## src/rtl/qmath_pkg.sv

```systemverilog
// Shared fixed-point definitions for the sign-magnitude Q-format
// arithmetic blocks (sequential multiplier and iterative divider).
package qmath_pkg;

  // Default number format: Q(N-1-Q).Q, sign in bit N-1.
  localparam int Q_DEF = 15;
  localparam int N_DEF = 32;

  // Double-width magnitude used by the shift-add accumulator so that a
  // full-magnitude product can never wrap.
  function automatic int acc_width(input int n);
    return 2 * (n - 1);
  endfunction

  // Pack a sign and a magnitude into sign-magnitude form.
  // On overflow the magnitude pins to all ones and keeps the sign.
  // Otherwise a zero magnitude drops the sign so there is no negative zero.
  // Sized for the shared default word; narrower users take the sign from
  // the top bit and the magnitude from the low bits.
  function automatic logic [N_DEF-1:0] sm_saturate(
    input logic             sign,
    input logic             ovf,
    input logic [N_DEF-2:0] mag
  );
    if (ovf) begin
      return {sign, {(N_DEF-1){1'b1}}};
    end
    return {sign & (|mag), mag};
  endfunction

endpackage

```

## src/rtl/qmult_seq.sv

```systemverilog
// Sequential sign-magnitude fixed-point multiplier.
// One shift-add iteration per clock over the N-1 magnitude bits, then the
// double-width product is truncated by Q bits, saturated and signed.
//
// Handshake: complete=1 means idle and product_out/overflow are valid.
// A start seen high at a rising edge while complete=1 is accepted on that
// edge (operands latched, complete drops). start while complete=0 is
// ignored. complete returns high on the edge that writes the new result,
// N-1 edges after the accepting edge. With start held high a new operation
// is accepted on the very next edge, so complete is high for one cycle.
module qmult_seq
  import qmath_pkg::*;
#(
  parameter int Q = Q_DEF,
  parameter int N = N_DEF
) (
  input  logic         clk,
  input  logic         rst_n,
  input  logic [N-1:0] multiplicand,
  input  logic [N-1:0] multiplier,
  input  logic         start,
  output logic [N-1:0] product_out,
  output logic         overflow,
  output logic         complete
);

  localparam int AW = acc_width(N);
  localparam int CW = $clog2(N);

  // complete doubles as the state bit: 1 = IDLE, 0 = BUSY.
  logic [AW-1:0] acc;
  logic [AW-1:0] mcand;
  logic [N-2:0]  mplier;
  logic          sign;
  logic [CW-1:0] counter;

  logic [AW-1:0]    acc_next;
  logic             ovf_next;
  logic [N-2:0]     mag_next;
  logic [N_DEF-1:0] sat_next;

  // Accumulator after this cycle's conditional add, plus the finished
  // result as it would look if this is the last iteration.
  always_comb begin
    acc_next = acc;
    if (mplier[0]) begin
      acc_next = acc + mcand;
    end
    ovf_next = |acc_next[AW-1:N-1+Q];
    mag_next = acc_next[N-2+Q:Q];
    sat_next = sm_saturate(sign, ovf_next, (N_DEF-1)'(mag_next));
  end

  // IDLE/BUSY control, shift-add datapath and registered result.
  always_ff @(posedge clk) begin
    if (!rst_n) begin
      complete    <= 1'b1;
      product_out <= '0;
      overflow    <= 1'b0;
      acc         <= '0;
      mcand       <= '0;
      mplier      <= '0;
      sign        <= 1'b0;
      counter     <= '0;
    end else if (complete) begin
      if (start) begin
        mcand    <= {{(N-1){1'b0}}, multiplicand[N-2:0]};
        mplier   <= multiplier[N-2:0];
        sign     <= multiplicand[N-1] ^ multiplier[N-1];
        acc      <= '0;
        counter  <= '0;
        complete <= 1'b0;
      end
    end else begin
      acc     <= acc_next;
      mcand   <= mcand << 1;
      mplier  <= mplier >> 1;
      counter <= counter + CW'(1);
      if (counter == CW'(N - 2)) begin
        product_out <= {sat_next[N_DEF-1], sat_next[N-2:0]};
        overflow    <= ovf_next;
        complete    <= 1'b1;
      end
    end
  end

endmodule

```

## config.mk

```make
export PLATFORM = sky130hd
export DESIGN_NAME = qmult_seq
export DESIGN_NICKNAME = d
export VERILOG_FILES = /design/src/rtl/qmath_pkg.sv /design/src/rtl/qmult_seq.sv
export SDC_FILE = /design/constraint.sdc
export NUM_CORES = 1
export LEC_CHECK = 0
export CORE_ASPECT_RATIO = 0.6
export CORE_UTILIZATION = 35
export CTS_CLUSTER_DIAMETER = 40
export DETAILED_ROUTE_END_ITERATION = 8
export HOLD_SLACK_MARGIN = 0.03
export PLACE_DENSITY = 0.51
export SLEW_MARGIN = 10
export SYNTH_ARGS = -nofsm -noshare
export SYNTH_HDL_FRONTEND = slang
export SYNTH_SLANG_ARGS = --single-unit
```

## constraint.sdc

```tcl
create_clock -name clk -period 4.1 [get_ports clk]
set_input_delay 0.82 -clock clk [delete_from_list [all_inputs] [get_ports clk]]
set_output_delay 0.82 -clock clk [all_outputs]
set_load 0.01 [all_outputs]
```

### After elaboration in Yosys (flattened, before gate mapping)

Cells that the tools add are included.

| operators by class | value |
|---|---|
| reduce and logical (&&, ||, !) cells | 7 |
| bitwise logic cells | 3 |
| add/sub/neg operators | 2 |
| equality and inequality tests | 2 |
| muxes and demuxes | 15 |

Operator list:

| operator | count |
|---|---|
| two-way mux 62 bit | 5 |
| two-way mux 32 bit | 2 |
| adder 62 bit | 1 |
| two-way mux 30 bit | 2 |
| OR reduction 31 bit | 1 |
| OR reduction 16 bit | 1 |
| two-way mux 5 bit | 2 |
| AND reduction 2 bit | 4 |
| adder 5 x 1 -> 5 bit, second input constant | 1 |
| equality test 5 bit, second input constant | 1 |
| two-way mux 1 bit | 4 |
| inequality test 2 bit, second input constant | 1 |
| nonzero test 2 bit | 1 |
| AND 1 bit | 1 |
| NOT 1 bit | 1 |
| bitwise XOR 1 bit | 1 |

| storage, ports and cells | value |
|---|---|
| bits of input ports | 67 |
| output and inout bits | 34 |
| word-level logic and storage cells | 40 |
| register bits after elaboration | 195 |

### Longest topological paths before layout

Gate-level depths: netlist (run 1).

| logic depth | value |
|---|---|
| depth after elaboration | 5 |
| gate-level depth with buffers | 14 |
| mapped depth without buffers | 13 |

### Least setup slack after synthesis (run 1)

No wires, ideal clock.

| path | value |
|---|---|
| kind | reg2reg |
| from | register acc[0] |
| to | register product_out[4] |
| arrival | 3.120 ns |
| required time | 3.957 ns |
| path slack | 0.837 ns |
| library setup time | 0.143 ns |
| cell stages (with the launch flop) | 15 |
| path buffers | 1 |
| period minus slack after synthesis | 3.263 ns |
| cell sequence | dfxtp_1 ha_1 fa_1 a211oi_1 o211ai_1 nand2_1 a21oi_1 or3_1 o2bb2ai_1 xnor2_1 nor4_2 a31oi_2 nor3_4 buf_6 a31oi_2 |

| on the way | value |
|---|---|
| longest elaborated chain between the ends | 5 |

RTL lines:

| element | line | RTL |
|---|---|---|
| start: declaration | qmult_seq.sv:31 | `logic [AW-1:0] acc;` |
| start signal: assignment | qmult_seq.sv:75 | `acc <= acc_next;` |
| adder 62 bit (*) | qmult_seq.sv:47 | `acc_next = acc + mcand;` |
| two-way mux 62 bit (*) | qmult_seq.sv:46 | `if (mplier[0]) begin` |
| OR reduction 16 bit | qmult_seq.sv:49 | `ovf_next = \|acc_next[AW-1:N-1+Q];` |
| two-way mux 1 bit | qmath_pkg.sv:25 | `if (ovf) begin` |
| two-way mux 32 bit (*) | qmath_pkg.sv:28 | `return {sign & (\|mag), mag};` |
| end signal: assignment | qmult_seq.sv:80 | `product_out <= {sat_next[N_DEF-1], sat_next[N-2:0]};` |
| end: declaration | qmult_seq.sv:22 | `output logic [N-1:0] product_out,` |

Every way passes the cells marked *; elsewhere a longest branch is shown, timed or not. The select of a mux whose other input is x is not followed.
A chain may end at the register's enable or synchronous reset.

### Worst setup path after layout (run 1)

| path | value |
|---|---|
| from | register mcand[4] |
| to | register product_out[31] |

| on the way | value |
|---|---|
| longest elaborated chain between the ends | 5 |
| elaborated cells between the ends (all ways) | 7 |
| those cells by class | add/sub: 1; mux: 3; bitwise: 1; reduce/logical: 2 |

RTL lines:

| element | line | RTL |
|---|---|---|
| start: declaration | qmult_seq.sv:32 | `logic [AW-1:0] mcand;` |
| start signal: assignment | qmult_seq.sv:67 | `mcand <= {{(N-1){1'b0}}, multiplicand[N-2:0]};` |
| start signal: assignment | qmult_seq.sv:76 | `mcand <= mcand << 1;` |
| adder 62 bit (*) | qmult_seq.sv:47 |  |
| two-way mux 62 bit (*) | qmult_seq.sv:46 |  |
| OR reduction 31 bit / OR reduction 16 bit (equally long branches) | qmath_pkg.sv:28, qmult_seq.sv:49 |  |
| AND 1 bit / two-way mux 1 bit (equally long branches) | qmath_pkg.sv:28, qmath_pkg.sv:25 |  |
| two-way mux 32 bit (*) | qmath_pkg.sv:28 |  |

Marks and branches as above.

==> results_dict.tcl, run 1 <==
set metrics [dict create \
    status "finished, final reports clean" \
    tritoncts "built" \
    finClkSkew_ns 0.0135 \
    hold_viol 0 \
    ys_seq_area_share_pct 31.4 \
    number_of_violations_of_the_max_capacitance_limit 0 \
    yosysTopAreaCellShare_pct 31.4 \
    vertical_die_dimension_um 148 \
    ios 101 \
    rows 53 \
    final.min_clock_period_ns 3.95 \
    synthesis.area_um2 12400 \
    p_leak_nw 5.73 \
    synth_most_common_cell "sky130_fd_sc_hd__nor2_1" \
    regToRegSetupSlack_ns 0.15 \
    fin_crit_sh_pct 96.3 \
    die_area_um2 36300 \
    layoutNonFillerInstCount 2179 \
    vias_per_instance 5.71 \
    synthesized_netlist_net_count 1725 \
    post-place-cells 2145 \
    ys_dominant_reg_cell "sky130_fd_sc_hd__dfxtp_1" \
    drt_pass1_iterations 6 \
    synth_cell_type_count 83 \
    setup_viol 0 \
    portBuffers 100 \
    max-slew-margin-rel_pct 36.0 \
    rsz0062_at_grt "false" \
    drtAntennaViolNets 0 \
    nets_finish 1831 \
    filler_cell_count 3600 \
    synth.top_cells.by_area "sky130_fd_sc_hd__dfxtp_1 31%, sky130_fd_sc_hd__nor2_1 7.0%, sky130_fd_sc_hd__mux2i_1 6.7%, sky130_fd_sc_hd__ha_1 6.3%, sky130_fd_sc_hd__a21oi_1 5.2%" \
    detail_route.iter0.violations 1271 \
    post-route-worst-setup-slack_ns 0.153 \
    clkLatencyLatePin_ns 0.46 \
    timing_worst_setup_path_type "reg -> reg" \
    hold_class "reg -> reg" \
    final_layout_size_suffix_gt1_share_pct 11.0 \
    postLayoutCoreUtil_pct 43.0 \
    top_post_synthesis_cells_by_count "232 x sky130_fd_sc_hd__nor2_1, 195 x sky130_fd_sc_hd__dfxtp_1, 135 x sky130_fd_sc_hd__nand2_1" \
    routed_wire_length_per_instance_um 20.4 \
    grt.overflow.total 0 \
    die_x_um 245 \
    ctsRootBufferMaster "sky130_fd_sc_hd__clkbuf_16" \
    start_util_pct 35.5 \
    grt_max_degree 82 \
    fmax_mhz 253 \
    dpl.hpwl_um 33800 \
    first_global_vias 11300 \
    required_time_of_the_critical_path_ns 4.43 \
    timing.critical_path.from_type "flop" \
    final.hold.worst_slack_ns 0.481 \
    tightest_slew_ns 0.959 \
    htree_num_levels 4 \
    ctsLongestPathBuffers 2 \
    post_synth_inst_count 1594 \
    via_count 12400 \
    total_routing_resource_utilization_after_global_routing_pct 24.5 \
    cts.sinks 195 \
    initial_antenna_violation_count 0 \
    syn_to_final_growth_pct 20.9 \
    area_taken_by_multi_input_logic_gates_um2 8100 \
    async_flop_share_pct 0 \
    path_max_fanout 5 \
    register_area_um2 3910 \
    max_vdd_drop_mv 0.294 \
    dpl_worst_slack_ns 0.125 \
    cp_data_arrival_time_ns 4.28 \
    end_kind "flop" \
    clk_transition_reported_paths_ns 0.08 \
    fin_tns_setup_ns 0 \
    routed_wl_um 44400 \
    drcViolationCount 0 \
    timing_max_transition_violations_final 0 \
    n_antenna_cell 0 \
    tritoncts.num_buffers 17 \
    yosysWarningCount 0 \
    synth_top_area_cell "sky130_fd_sc_hd__dfxtp_1" \
    cellPowerDensity_nw_per_um2 287 \
    synthesis.area_per_instance_um2 7.80 \
    synth.ff_latch_count 195 \
    placeable_area_um2 35000 \
    grt_pass1_wl_um 68300 \
    synth-edff-count 0 \
    gp_congestion 0.972 \
]
[repair_timing]
item                                   CTS  global route
setup endpoints to repair                0            33
resized for setup                        0            16
setup buffers                            0             3
endpoints found under the hold margin    0             0
hold buffers                             0             0
[metrics by stage]
stage	area (µm²)	power, mW
floorplan	12400	2.44
global placement	14400	2.67
detailed placement	14400	2.67
CTS	14900	4.35
global route	15000	4.51
finish	15000	4.32
[per-layer routing]
| layer | track usage (%) | wire, µm | up-vias |
|---|---|---|---|
| li1 | - | - | 6111 |
| met1 | 39.2 | 24000 | 5904 |
| met2 | 30.9 | 16300 | 404 |
| met3 | 7.43 | 3730 | 30 |
| met4 | 4.53 | 418 | 0 |
| met5 | 0 | 0 | - |
[where the power goes]
group	internal, mW	switching (mW)
Sequential	1.95	0.0587
Combinational	0.245	0.380
Clock	0.867	0.812
Total	3.07	1.25
[cell usage in the layout (no fill, tap or decap), types with 17 or more instances in the layout]
master	count
sky130_fd_sc_hd__ha_1	62
sky130_fd_sc_hd__nor2_1	231
sky130_fd_sc_hd__clkbuf_16	17
sky130_fd_sc_hd__a31oi_1	68
sky130_fd_sc_hd__o21a_1	22
sky130_fd_sc_hd__buf_4	95
sky130_fd_sc_hd__a22oi_1	18
sky130_fd_sc_hd__a211oi_1	65
sky130_fd_sc_hd__nand2_1	135
sky130_fd_sc_hd__clkdlybuf4s50_1	99
sky130_fd_sc_hd__nor3_1	25
sky130_fd_sc_hd__mux2i_1	83
sky130_fd_sc_hd__nand3_1	66
sky130_fd_sc_hd__a21o_1	18
sky130_fd_sc_hd__xnor2_1	26
sky130_fd_sc_hd__nand4_1	27
sky130_fd_sc_hd__dfxtp_1	193
sky130_fd_sc_hd__a21oi_1	127
sky130_fd_sc_hd__o21ai_0	81
[state kept, by name, indices dropped and copies added (netlist names)]
register	cells
acc	62
complete	1
product_out	32
counter	5
mplier	31
overflow	1
sign	1
mcand	62
[final cells by class]
type,count,share of cell area (%)
repair buffers,199,12.0
flip-flops and latches,195,26.0
clock buffers,20,2.97
clock inverters,11,0.815
inverters,19,0.491
multi-input cells,1268,53.9
well taps,467,3.88
[worst paths after layout]
path / endpoint / from / cells past startpoint
setup / recovery: product_out[31]$_SDFFE_PN0P_ / mcand[4]$_SDFFE_PN0P_ / 12
hold reg to reg: mcand[56]$_SDFFE_PN0P_ / mcand[55]$_SDFFE_PN0P_ / 2
setup reg to reg: product_out[31]$_SDFFE_PN0P_ / mcand[4]$_SDFFE_PN0P_ / 12
hold / removal: mcand[56]$_SDFFE_PN0P_ / mcand[55]$_SDFFE_PN0P_ / 2
[critical path, cell delays in order, from the launching register on]
cell and delay (ns):
sky130_fd_sc_hd__dfxtp_1 0.35, sky130_fd_sc_hd__ha_1 0.37, sky130_fd_sc_hd__and2_4 0.19, sky130_fd_sc_hd__a221oi_2 0.32, sky130_fd_sc_hd__a21oi_2 0.15, sky130_fd_sc_hd__o211ai_1 0.20, sky130_fd_sc_hd__mux2_2 0.35, sky130_fd_sc_hd__a221oi_1 0.30
sky130_fd_sc_hd__a21boi_0 0.72, sky130_fd_sc_hd__nand4_1 0.16, sky130_fd_sc_hd__nor4b_1 0.36, sky130_fd_sc_hd__a41o_1 0.27, sky130_fd_sc_hd__nand3_1 0.09
[cell families after synthesis]
group / after synthesis / share of synthesized area, %
simple gates: 556 / 20.1
fa+ha+maj: 64 / 6.50
xor+xnor: 36 / 2.53
buf+inv: 131 / 4.27
mux: 88 / 7.13
flops: 195 / 31.4
compound gates: 524 / 28.1
Power figures use the tool's default switching activity.
==> inputs of run 2 (changes only) <==
CTS_CLUSTER_DIAMETER = 150   (was 40)
==> results of run 2 <==
No change in the layout: final DEF, timing and power equal those of run 1.
==> inputs of run 3 (changes only) <==
GPL_ROUTABILITY_DRIVEN = 0   (was not set)
MAX_ROUTING_LAYER = met4   (was not set)
==> results_dict.tcl, run 3 (synthesized netlist as in run 1, its figures left out) <==
set metrics [dict create \
    initial_antenna_violation_count 1 \
    post-place-cells 2125 \
    cellPowerDensity_nw_per_um2 297 \
    setup_viol 0 \
    critical_path.slowest_cell "sky130_fd_sc_hd__nor4bb_4" \
    grt_pass1_wl_um 66300 \
    layout_commonest_cell "sky130_fd_sc_hd__nor2_1" \
    depth_of_the_worst_register_to_register_path 13 \
    start_util_pct 35.5 \
    p_leak_nw 5.62 \
    clk_transition_reported_paths_ns 0.09 \
    die_x_um 245 \
    routed_wl_um 42600 \
    path_delay_family "simple AND/OR/NAND/NOR gates" \
    regToRegEndpoint "product_out[31]$_SDFFE_PN0P_" \
    cp_data_arrival_time_ns 4.30 \
    vias_per_instance 5.73 \
    timing.critical_path.from_type "flop" \
    final.min_clock_period_ns 3.95 \
    final_layout_size_suffix_gt1_share_pct 10.2 \
    regToRegSetupSlack_ns 0.15 \
    biggest_regs "acc x62, mcand x62, product_out x32" \
    die_area_um2 36300 \
    path_max_fanout 9 \
    via_count 12400 \
    max-slew-margin-rel_pct 27.0 \
    drt_pass1_iterations 5 \
    drcViolationCount 0 \
    worst_r2r_startpoint "acc[29]$_SDFFE_PN0P_" \
    required_time_of_the_critical_path_ns 4.45 \
    ios 101 \
    dpl.hpwl_um 31900 \
    grt_max_degree 118 \
    nets_finish 1809 \
    timing_max_transition_violations_final 0 \
    placeable_area_um2 35000 \
    vertical_die_dimension_um 148 \
    layoutNonFillerInstCount 2158 \
    finClkSkew_ns 0.0164 \
    tightest_slew_ns 1.10 \
    portBuffers 100 \
    timing_worst_setup_path_type "reg -> reg" \
    end_kind "flop" \
    whs_endpoint "mcand[51]$_SDFFE_PN0P_" \
    holdPathStages 2 \
    drtAntennaViolNets 0 \
    total_routing_resource_utilization_after_global_routing_pct 24.2 \
    clkLatencyLatePin_ns 0.47 \
    hold_class "reg -> reg" \
    htree_num_levels 4 \
    max_vdd_drop_mv 0.293 \
    number_of_violations_of_the_max_capacitance_limit 0 \
    syn_to_final_growth_pct 19.9 \
    tritoncts "built" \
    fin_crit_sh_pct 96.4 \
    detail_route.iter0.violations 1112 \
    leading_cell_types_in_the_layout_fill_and_taps_excluded "231 x sky130_fd_sc_hd__nor2_1, 193 x sky130_fd_sc_hd__dfxtp_1, 135 x sky130_fd_sc_hd__nand2_1, 126 x sky130_fd_sc_hd__a21oi_1, 99 x sky130_fd_sc_hd__clkdlybuf4s50_1" \
    ctsLongestPathBuffers 2 \
    status "finished, final reports clean" \
    ctsRootBufferMaster "sky130_fd_sc_hd__clkbuf_16" \
    cts.sinks 195 \
    min_from "mcand[50]$_SDFFE_PN0P_" \
    grt.overflow.total 0 \
    hold_viol 0 \
    fmax_mhz 253 \
    worstPathCellList "ha_1, buf_4, a21oi_1, o21ai_0, a22oi_2, nand2_1, or3_1, a31oi_1, nor4bb_4, nand4_1, nor4b_2, a41o_1, nand3_1" \
    report.power.total_mw 4.43 \
    rows 53 \
    routed_wire_length_per_instance_um 19.8 \
    first_global_vias 11200 \
    worst_path_largest_cell_delay_ns 0.43 \
    critical_path_buf_inv_count 1 \
    tritoncts.num_buffers 17 \
]
## run 3: worst register-to-register path: stages, from the launching register on
cell                       delay (ns)
sky130_fd_sc_hd__dfxtp_1         0.35
sky130_fd_sc_hd__ha_1            0.31
sky130_fd_sc_hd__buf_4           0.18
sky130_fd_sc_hd__a21oi_1         0.21
sky130_fd_sc_hd__o21ai_0         0.19
sky130_fd_sc_hd__a22oi_2         0.34
sky130_fd_sc_hd__nand2_1         0.19
sky130_fd_sc_hd__or3_1           0.38
sky130_fd_sc_hd__a31oi_1         0.27
sky130_fd_sc_hd__nor4bb_4        0.43
sky130_fd_sc_hd__nand4_1         0.31
sky130_fd_sc_hd__nor4b_2         0.38
sky130_fd_sc_hd__a41o_1          0.21
sky130_fd_sc_hd__nand3_1         0.07
## run 3: timing repair
action                                  CTS  global route
resized for setup                         3            16
pin swaps                                 0             3
gates cloned                              0             0
hold buffers                              0             0
buffers inserted                          0             1
endpoints found under the setup margin    6            33
## run 3: metrics by stage
stage | cell area, µm² | setup WS [ns] | util [%] | setup TNS (ns) | hold slack (ns)
final | 14900 | 0.148 | 42.6 | 0 | 0.480
after global routing | 14900 | -0.0215 | 42.6 | -0.0358 | 0.493
after detailed placement | 14200 | -0.260 | 40.5 | -0.264 | 0.469
after global placement | 14200 | -0.185 | 40.5 | -0.185 | 0.464
after CTS | 14800 | 0.0478 | 42.3 | 0 | 0.481
after floorplan | 12400 | 0.837 | - | 0 | 0.448
## run 3: metal layers
layer	global-route usage [%]	vias up	wire length, µm
met2	31.0	388	16300
met1	36.9	5872	22400
met3	6.59	22	3670
li1	-	6073	-
met4	4.10	0	295
met5	-	-	0
## run 3: how the worst max path moves through the flow
stage,startpoint,end,slack [ns],cells after the start
CTS,mcand[0]$_SDFFE_PN0P_,product_out[31]$_SDFFE_PN0P_,0.05,13
floorplan,acc[0]$_SDFFE_PN0P_,product_out[4]$_SDFFE_PN0P_,0.84,14
global placement,acc[29]$_SDFFE_PN0P_,product_out[31]$_SDFFE_PN0P_,-0.18,13
detailed placement,mcand[0]$_SDFFE_PN0P_,product_out[31]$_SDFFE_PN0P_,-0.26,13
global route,mcand[0]$_SDFFE_PN0P_,product_out[31]$_SDFFE_PN0P_,-0.02,13
finish,acc[29]$_SDFFE_PN0P_,product_out[31]$_SDFFE_PN0P_,0.15,13
## run 3: area by class of cell
class	instances	area, µm²
inverter	19	73.8
clock buffer	17	425
sequential	195	3910
multi-input combinational	1268	8120
clock inverter	14	191
tap	467	584
fill	3601	20100
antenna	1	2.50
timing repair buffer	177	1600
## run 3: power by group
part	switching (mW)	total, mW	internal (mW)
combinational	0.372	0.614	0.242
clock	0.871	1.80	0.929
sequential	0.0634	2.02	1.95
total	1.31	4.43	3.13
